[src/rtl/mips_pkg.sv]
// Shared definitions for the MIPS core front end.
// Holds the reset PC default, the instruction field positions used by fetch
// and PC sequencing, the NOP encoding and the fetch FSM state encoding.
package mips_pkg;

    // Base of the text segment; the PC is loaded with this value on reset.
    localparam logic [31:0] RESET_PC_DEFAULT = 32'h0040_0000;

    // Instruction field positions.
    localparam int OPCODE_MSB   = 31;
    localparam int OPCODE_LSB   = 26;
    localparam int IMM16_MSB    = 15;
    localparam int IMM16_LSB    = 0;
    localparam int TARGET26_MSB = 25;
    localparam int TARGET26_LSB = 0;

    // sll $0,$0,0 encodes as all zeros; used as the reset value of the
    // instruction register.
    localparam logic [31:0] NOP_INSTR = 32'h0000_0000;

    // Fetch/execute sequencing states.
    typedef enum logic {
        FETCH = 1'b0,
        EXEC  = 1'b1
    } fetch_state_e;

endpackage

[src/rtl/pc_next_sel.sv]
// Combinational next-PC selection for the fetch stage.
// Ports:
//   pc_i            current PC
//   instr_field_i   instruction bits [25:0] (target26 / imm16 fields)
//   rs_data_i       register-file rs value, jr target
//   branch_eq_i     beq decode
//   branch_ne_i     bne decode
//   jump_signal_i   j/jal decode
//   jump_reg_i      jr decode
//   zero_i          ALU zero flag
//   pc_plus4_o      pc_i + 4
//   next_pc_o       selected next PC (jr > j > taken branch > pc+4)
//   misalign_o      jr selected with a target whose bits [1:0] are nonzero
module pc_next_sel
    import mips_pkg::*;
#(
    parameter int DATA_WIDTH = 32
) (
    input  logic [DATA_WIDTH-1:0] pc_i,
    input  logic [25:0]           instr_field_i,
    input  logic [DATA_WIDTH-1:0] rs_data_i,
    input  logic                  branch_eq_i,
    input  logic                  branch_ne_i,
    input  logic                  jump_signal_i,
    input  logic                  jump_reg_i,
    input  logic                  zero_i,
    output logic [DATA_WIDTH-1:0] pc_plus4_o,
    output logic [DATA_WIDTH-1:0] next_pc_o,
    output logic                  misalign_o
);

    logic [DATA_WIDTH-1:0] branch_offset;
    logic [DATA_WIDTH-1:0] branch_target;
    logic [DATA_WIDTH-1:0] jump_target;
    logic [DATA_WIDTH-1:0] jr_target;
    logic                  branch_taken;

    assign pc_plus4_o = pc_i + DATA_WIDTH'(4);

    // Word offset: sign-extend imm16 and scale by 4.
    assign branch_offset = {{(DATA_WIDTH-18){instr_field_i[IMM16_MSB]}},
                            instr_field_i[IMM16_MSB:IMM16_LSB], 2'b00};
    assign branch_target = pc_plus4_o + branch_offset;

    // Pseudo-direct jump keeps the region bits of pc+4.
    assign jump_target = {pc_plus4_o[DATA_WIDTH-1:28],
                          instr_field_i[TARGET26_MSB:TARGET26_LSB], 2'b00};

    // jr silently word-aligns its target; the misalignment is reported.
    assign jr_target  = {rs_data_i[DATA_WIDTH-1:2], 2'b00};
    assign misalign_o = jump_reg_i & (|rs_data_i[1:0]);

    // beq and bne together is not a legal decode; the OR falls out naturally.
    assign branch_taken = (branch_eq_i & zero_i) | (branch_ne_i & ~zero_i);

    // NOTE: every output of a combinational block gets a default first so a
    // missed branch can never infer a latch.
    always_comb begin
        next_pc_o = pc_plus4_o;
        if (jump_reg_i) begin
            next_pc_o = jr_target;
        end else if (jump_signal_i) begin
            next_pc_o = jump_target;
        end else if (branch_taken) begin
            next_pc_o = branch_target;
        end
    end

endmodule

[src/rtl/instruction_fetch.sv]
// Fetch and PC-sequencing stage of the single-cycle MIPS core.
// Two-state sequencer: FETCH requests the word at pc_o until memory is
// ready, EXEC presents the captured instruction for one cycle and loads
// the next PC at its end.
// Ports:
//   clk_i, reset_i         clock, synchronous active-high reset
//   imem_req_o/addr_o      fetch request and address (address = pc_o)
//   imem_ready_i/rdata_i   memory response
//   branch_eq_i, branch_ne_i, jump_signal_i, jump_reg_i, zero_i, rs_data_i
//                          next-PC controls, sampled only in EXEC
//   instr_o, opcode_o      current instruction and its opcode field
//   instr_valid_o          high in EXEC; datapath commits this cycle
//   pc_o, pc_plus4_o       current PC and its link value
//   addr_err_o             sticky jr misalignment flag
module instruction_fetch
    import mips_pkg::*;
#(
    parameter int                    DATA_WIDTH = 32,
    parameter logic [DATA_WIDTH-1:0] RESET_PC   = RESET_PC_DEFAULT
) (
    input  logic                  clk_i,
    input  logic                  reset_i,
    output logic                  imem_req_o,
    output logic [DATA_WIDTH-1:0] imem_addr_o,
    input  logic                  imem_ready_i,
    input  logic [DATA_WIDTH-1:0] imem_rdata_i,
    input  logic                  branch_eq_i,
    input  logic                  branch_ne_i,
    input  logic                  jump_signal_i,
    input  logic                  jump_reg_i,
    input  logic                  zero_i,
    input  logic [DATA_WIDTH-1:0] rs_data_i,
    output logic [DATA_WIDTH-1:0] instr_o,
    output logic [5:0]            opcode_o,
    output logic                  instr_valid_o,
    output logic [DATA_WIDTH-1:0] pc_o,
    output logic [DATA_WIDTH-1:0] pc_plus4_o,
    output logic                  addr_err_o
);

    fetch_state_e          state_q, state_d;
    logic [DATA_WIDTH-1:0] pc_q, pc_d;
    logic [DATA_WIDTH-1:0] instr_q, instr_d;
    logic                  addr_err_q, addr_err_d;
    logic [DATA_WIDTH-1:0] next_pc;
    logic                  misalign;

    pc_next_sel #(
        .DATA_WIDTH(DATA_WIDTH)
    ) u_pc_next_sel (
        .pc_i          (pc_q),
        .instr_field_i (instr_q[25:0]),
        .rs_data_i     (rs_data_i),
        .branch_eq_i   (branch_eq_i),
        .branch_ne_i   (branch_ne_i),
        .jump_signal_i (jump_signal_i),
        .jump_reg_i    (jump_reg_i),
        .zero_i        (zero_i),
        .pc_plus4_o    (pc_plus4_o),
        .next_pc_o     (next_pc),
        .misalign_o    (misalign)
    );

    always_comb begin
        state_d    = state_q;
        pc_d       = pc_q;
        instr_d    = instr_q;
        addr_err_d = addr_err_q;
        unique case (state_q)
            FETCH: begin
                if (imem_ready_i) begin
                    instr_d = imem_rdata_i;
                    state_d = EXEC;
                end
            end
            EXEC: begin
                pc_d       = next_pc;
                addr_err_d = addr_err_q | misalign;
                state_d    = FETCH;
            end
            default: state_d = FETCH;
        endcase
    end

    // NOTE: state registers use non-blocking assignments so every flop sees
    // the pre-edge values of the others, independent of statement order.
    always_ff @(posedge clk_i) begin
        if (reset_i) begin
            state_q    <= FETCH;
            pc_q       <= RESET_PC;
            instr_q    <= NOP_INSTR;
            addr_err_q <= 1'b0;
        end else begin
            state_q    <= state_d;
            pc_q       <= pc_d;
            instr_q    <= instr_d;
            addr_err_q <= addr_err_d;
        end
    end

    // Request is masked during reset so memory never sees a fetch that the
    // stage is about to discard.
    assign imem_req_o    = (state_q == FETCH) && !reset_i;
    assign imem_addr_o   = pc_q;
    assign instr_valid_o = (state_q == EXEC);
    assign instr_o       = instr_q;
    assign opcode_o      = instr_q[OPCODE_MSB:OPCODE_LSB];
    assign pc_o          = pc_q;
    assign addr_err_o    = addr_err_q;

endmodule

[config.mk]
export PLATFORM = sky130hd
export DESIGN_NAME = instruction_fetch
export DESIGN_NICKNAME = d
export VERILOG_FILES = /design/src/rtl/mips_pkg.sv /design/src/rtl/pc_next_sel.sv /design/src/rtl/instruction_fetch.sv
export SDC_FILE = /design/constraint.sdc
export NUM_CORES = 1
export LEC_CHECK = 0
export BUFFER_PORTS_ARGS = -buffer_cell sky130_fd_sc_hd__buf_4
export CAP_MARGIN = 30
export CORE_UTILIZATION = 52
export CTS_BUF_LIST = sky130_fd_sc_hd__clkbuf_4 sky130_fd_sc_hd__clkbuf_8
export CTS_CLUSTER_SIZE = 14
export DETAILED_ROUTE_END_ITERATION = 7
export PLACE_DENSITY_LB_ADDON = 0.25
export SLEW_MARGIN = 20
export SYNTH_ARGS = -nofsm -noshare
export SYNTH_HDL_FRONTEND = slang
export SYNTH_SLANG_ARGS = --single-unit
[constraint.sdc]
create_clock -name clk_i -period 9.15 [get_ports clk_i]
set_input_delay 1.83 -clock clk_i [delete_from_list [all_inputs] [get_ports clk_i]]
set_output_delay 1.83 -clock clk_i [all_outputs]
set_load 0.005 [all_outputs]
==> qor.yml, run 1 <==
outcome:
  status: "completed"
setup_path:
  cp-start-kind: "input port"
  arrival_ns: 2.77
  worstPathRequired_ns: 7.32
  critical_path.endpoint_type: "output pin"
  worstPathCellList: "buf_4 > nor2_1 > buf_4"
  worstSetupPathType: "input port to output pin"
  crit_top_cell: "buf_4"
  worst_path_max_delay_cell: "buf_4"
  path_buf_inv: 2
  worstPathMaxFanout: 67
  critical_path.top_delay_family: "buffers and inverters"
  max_stage_delay_ns: 0.56
die:
  fp.dieW_microns: 105
  die_h_microns: 105
  num_io_pins: 209
  dieArea_sq_um: 11100
  coreArea_sq_um: 10300
  rows: 37
  start_util_pct: 53.6
synthesis:
  synth-seq-cells: 64
  yosysUniqueCellTypes: 67
  ys.flop_type: "dfxtp_1"
  synth_xor_area_share_pct: 7.60
  synth_edf_count: 0
  synth_area_sq_um: 5530
  netlist_instances: 746
  synth_top_family_by_area: "compound AO/OA/AOI/OAI gates"
  synthMuxAreaShare_pct: 1.29
  synthArstFlopShare_pct: 0
  synth.yosys.warnings: 0
  synth_compound_area_share_pct: 25.2
  synth-adder-area-share_pct: 8.51
  syn_avg_cell_area_sq_um: 7.41
  synth-simple-area-share_pct: 23.0
  yosysSeqAreaShare_pct: 23.2
global_route:
  grt_max_degree: 68
  grt.overflow.total: 0
  antenna_found_initial: 0
  grt_first_pass_wirelength_mm: 28.1
  grt_pass1_vias: 5506
  grt_usage_pct: 31.9
finish:
  fin_util_pct: 67.2
  antenna_cells: 0
  fillers: 861
  nNetsFinal: 996
  fin_cells: 1028
  final-seq-area_sq_um: 1280
  multi_input_area_sq_um: 3660
  layout-drive-gt1-share_pct: 27.4
  synthToLayoutAreaGrowth_pct: 25.5
timing:
  fin_skew_ns: 0.00836
  final.min_clock_period_ns: 4.60
  fmax_mhz: 217
  max_slew_margin_pct: 51.2
  maxSlewViolCount: 0
  hold_viol_final: 0
  rsz0062_at_grt: "false"
  whs_ns: 0.452
  period_share_pct: 50.3
  tightest_slew_ns: 0.732
  final.setup.tns_ns: 0
  setup_violations: 0
place:
  dp_cells: 1011
  gp_congestion: 0.909
  dp_hpwl_mm: 13.2
  portBuffers: 202
clock_network:
  cts_root_buf: "clkbuf_8"
  clk_pin_slew_ns: 0.08
  cts_setup_buffers: 0
  clock-sinks: 64
  cts_buffer_depth: 2
  cts_resized: 0
  cts_tree: "built"
  cts_buffers: 9
  hold_buffers: 0
  htree_levels: 3
  clkLatencyLatePin_ns: 0.35
flow_run:
  maxCapViolCount: 0
min_path:
  min_path_type: "flop to flop"
power_and_ir_drop:
  leakagePower_nw: 3.21
  power-per-cell-area_nw_per_um2: 118
  ir_worst_vdd_mv: 0.0946
route:
  drt_iter0_drc: 352
  vias: 6105
  avgViaCountPerCell: 5.94
  drcViolationCount: 0
  wl_per_cell_microns: 17.4
  routed_wl_mm: 17.9
  ant_nets: 0
  first_pass_iters: 5
==> cell families (layout without fill, tap and decap cells) <==
kind of cell	count (synthesis)	count (layout)
flip-flops	64	64
XOR/XNOR	48	48
adder cells (fa/ha/maj)	37	37
AO/OA/AOI/OAI	214	214
other	1	6
buffers and inverters	99	240
multiplexers	7	7
AND/OR/NAND/NOR	276	276
==> registers in the layout, indices dropped and copies added (netlist names) <==
signal and count:
instr_valid_o 1, imem_addr_o 30, instr_o 32, addr_err_o 1
==> cell usage after synthesis, types with 9 or more instances <==
cell type,count,area (sq um)
nand2_1,129,484
a21oi_1,77,385
dfxtp_1,64,1280
nor2_1,53,199
buf_4,43,323
ha_1,36,450
o21ai_0,30,150
xnor2_1,30,263
clkbuf_1,27,101
nand3_1,24,120
xor2_1,18,158
inv_1,16,60.1
o211ai_1,16,120
a211oi_1,12,90.1
a21o_1,12,90.1
nor2b_1,10,62.6
nand2b_1,9,56.3
==> metrics by stage <==
stage          power [W]  cell area, sq um  setup slack [ns]
3_3_place_gp    0.000557              6720              4.57
4_1_cts         0.000814              6930              4.54
3_5_place_dp    0.000563              6720              4.54
5_1_grt         0.000856              6940              4.36
6_report        0.000816              6940              4.55
2_1_floorplan   0.000468              5550              5.31
==> path summary, 6_finish.rpt <==
path | to | cells past startpoint | start | slack (ns)
setup / recovery | imem_req_o | 3 | reset_i | 4.55
hold / removal | addr_err_o | 2 | addr_err_o | 0.45
setup reg to reg | imem_addr_o[24] | 15 | imem_addr_o[2] | 4.79
hold reg to reg | addr_err_o | 2 | addr_err_o | 0.45
==> worst reg2reg max path: stages (launching register included) <==
cell      delay (ns)
dfxtp_1         0.49
ha_1            0.25
and4_1          0.30
and2_1          0.32
nand2_1         0.11
xnor2_1         0.26
ha_1            0.37
and3_1          0.24
a221oi_1        0.22
o21ai_0         0.23
a31o_2          0.32
a211oi_1        0.36
nor2_1          0.14
a31oi_1         0.23
xor2_1          0.26
o22ai_1         0.13
==> per-layer routing <==
layer | part of all wire [%] | global-route usage, %
met1 | 42 | 40.8
met2 | 48 | 53.6
met3 | 7.2 | 4.49
met4 | 2.5 | 13.4
met5 | 0 | 0
==> cells in the final DEF, fill, tap and decap left out, types with 3 or more instances in the layout <==
cell and n:
nor2b_1 9, nor2_1 53, conb_1 6, clkbuf_8 9
a211oi_1 12, nand4_1 7, a21oi_1 77, buf_4 207
o21ai_0 30, a311oi_1 6, o22ai_1 7, a221oi_1 3
o221a_2 3, or3_1 4, nor3_1 8, xor2_1 18
mux2i_1 5, a21o_1 12, o211a_1 3, nand3_1 24
and4_1 4, dfxtp_1 63, inv_1 16, nand2b_1 9
o211ai_1 16, ha_1 36, a31oi_1 6, o2111ai_1 3
xnor2_1 30, nand3b_1 3, o21bai_1 3, a31o_2 4
and3_1 8, nand2_1 129, o21a_1 6, and2_1 5
==> report_power, final <==
part | leakage [nW] | internal, W | total [W] | switching (W)
Clock | 0.100 | 0.000128 | 0.000255 | 0.000127
Sequential | 0.526 | 0.000295 | 0.000321 | 0.0000260
Combinational | 2.58 | 0.000117 | 0.000241 | 0.000124
Total | 3.21 | 0.000540 | 0.000816 | 0.000277
==> area by class of cell <==
class	count	share of cell area, %
multi-input combinational	588	52.7
tap	136	2.45
inverter	16	0.865
clock inverter	7	1.12
clock buffer	9	1.78
timing repair buffer	208	22.6
sequential	64	18.5
No activity file was read; power rests on OpenSTA's default activity.
==> run 2, diff against run 1 <==
- CORE_UTILIZATION: 52 -> 47
- clock period: 9.15 -> 4.15 ns (I/O delays scaled with it)
==> run 2 against run 1 <==
Effect of this change: first-iteration DRC count grew 24%; combinational power grew 130%; highest routed layer unchanged; register-to-register slack worse by 4.6 ns; sequential share of layout area fell by 0.31 points; largest cell class unchanged; setup slack got worse by 4.4 ns.
==> qor.yml, run 2 (synthesis gave the netlist of run 1 again) <==
clock_network:
  htree_levels: 3
  hold_buffers: 0
  cts_root_buf: "clkbuf_8"
  cts_tree: "built"
  clkLatencyLatePin_ns: 0.38
  clk_pin_slew_ns: 0.09
  cts_buffer_depth: 2
  clock-sinks: 64
  cts_buffers: 9
setup_path:
  max_stage_delay_ns: 0.42
  reg2reg_slack_ns: 0.17
  crit_top_cell: "ha_1"
  cp-start-kind: "flop"
  reg2reg_from: "imem_addr_o[3]"
  worstPathMaxFanout: 7
  worstPathRequired_ns: 4.39
  cp-startpoint: "imem_addr_o[3]"
  critical_path.endpoint_type: "flop"
  arrival_ns: 4.22
  worstPathCellList: "ha_1 > and4_1 > and2_1 > nand2_1 > xnor2_1 > ha_1 > and3_1 > a221oi_1 > o21ai_0 > a31o_2 > a211oi_1 > nor2_1 > a31oi_1 > xor2_1 > o22ai_1"
  worst_path_max_delay_cell: "dfxtp_1"
  critical_path.top_delay_family: "compound AO/OA/AOI/OAI gates"
  path_buf_inv: 0
  worstSetupPathType: "flop to flop"
place:
  place_ws_ns: 0.274
  gp_congestion: 0.936
  dp_cells: 1030
  place_area_sq_um: 6820
  dp_hpwl_mm: 14.1
  portBuffers: 202
finish:
  layout-drive-gt1-share_pct: 28.5
  final_area_sq_um: 7060
  final_cell_mix: "buf_4 (219), nand2_1 (129), a21oi_1 (77), dfxtp_1 (63), nor2_1 (53)"
  antenna_cells: 0
  final_common_cell: "buf_4"
  synthToLayoutAreaGrowth_pct: 27.7
  largest_reg_flops: 32
  fin_cells: 1046
  nNetsFinal: 1007
  fillers: 1094
global_route:
  grt_usage_pct: 30.7
  grt_pass1_vias: 5601
  grt_max_degree: 68
  grt.overflow.total: 0
  grt_first_pass_wirelength_mm: 29.9
  antenna_found_initial: 0
power_and_ir_drop:
  leakagePower_nw: 3.28
  power-per-cell-area_nw_per_um2: 267
  ir_worst_vdd_mv: 0.265
timing:
  tightest_slew_ns: 0.784
  fmax_mhz: 251
  setup_violations: 0
  fin_skew_ns: 0.0169
  period_share_pct: 95.8
  max_slew_margin_pct: 47.8
  fin_ws_ns: 0.173
  maxSlewViolCount: 0
  rsz0062_at_grt: "true"
  hold_viol_final: 0
  final.min_clock_period_ns: 3.98
route:
  vias: 6064
  first_pass_iters: 5
  drcViolationCount: 0
  met1_length_mm: 8.31
  wl_per_cell_microns: 18.3
  routed_wl_mm: 19.1
  met2_length_mm: 8.65
  ant_nets: 0
  dr_wl_met3_mm: 1.84
  drt_iter0_drc: 436
  avgViaCountPerCell: 5.80
  routed.top_layer: "met4"
die:
  rows: 39
  dieArea_sq_um: 12200
  die_h_microns: 110
  num_io_pins: 209
  coreArea_sq_um: 11400
  start_util_pct: 48.4
  fp.dieW_microns: 110
outcome:
  status: "completed"
min_path:
  hp-start: "addr_err_o"
  min_path_type: "flop to flop"
flow_run:
  maxCapViolCount: 0
## run 2: timing repair
action | in CTS | in global routing
resized for setup | 0 | 3
setup buffers | 0 | 0
setup endpoints to repair | 0 | 4
## run 2: cell type report
| type | instances | area [sq um] | share of cell area (%) |
|---|---|---|---|
| tap | 143 | 179 | 2.53 |
| clock buffer | 9 | 124 | 1.75 |
| multi-input combinational | 588 | 3670 | 52.0 |
| timing repair buffer | 219 | 1640 | 23.3 |
| inverter | 16 | 60.1 | 0.851 |
| sequential | 64 | 1280 | 18.2 |
| clock inverter | 7 | 103 | 1.45 |
## run 2: metal layers
metal  track usage, %  up-vias
met2             48.7      298
met3             7.08       22
met1             41.7     2846
met4             8.09        0
met5                0        -
li1                 -     2898
## run 2: worst paths after layout
| path | cells past startpoint | end |
|---|---|---|
| setup / recovery | 15 | imem_addr_o[24] |
| hold / removal | 2 | addr_err_o |
| setup reg to reg | 15 | imem_addr_o[24] |
| hold reg to reg | 2 | addr_err_o |
## run 2: power by group
group	switching [W]	internal, W
Combinational	0.000279	0.000265
Clock	0.000289	0.000344
Sequential	0.0000604	0.000651
Total	0.000628	0.00126
## run 2: per-stage QoR
stage               util (%)  TNS, ns  hold WS [ns]  power (W)
finish                  61.8        0         0.463    0.00189
CTS                     61.7        0         0.467    0.00189
global placement        59.8        0         0.435    0.00125
global route            61.8   -0.102         0.476    0.00198
floorplan                  -        0         0.442    0.00103
detailed placement      59.8        0         0.455    0.00126
## run 2: worst reg2reg max path, cell delays in order (launching register included)
cell      delay (ns)
dfxtp_1         0.42
ha_1            0.23
and4_1          0.27
and2_1          0.26
nand2_1         0.10
xnor2_1         0.20
ha_1            0.35
and3_1          0.24
a221oi_1        0.25
o21ai_0         0.21
a31o_2          0.29
a211oi_1        0.36
nor2_1          0.15
a31oi_1         0.23
xor2_1          0.19
o22ai_1         0.10
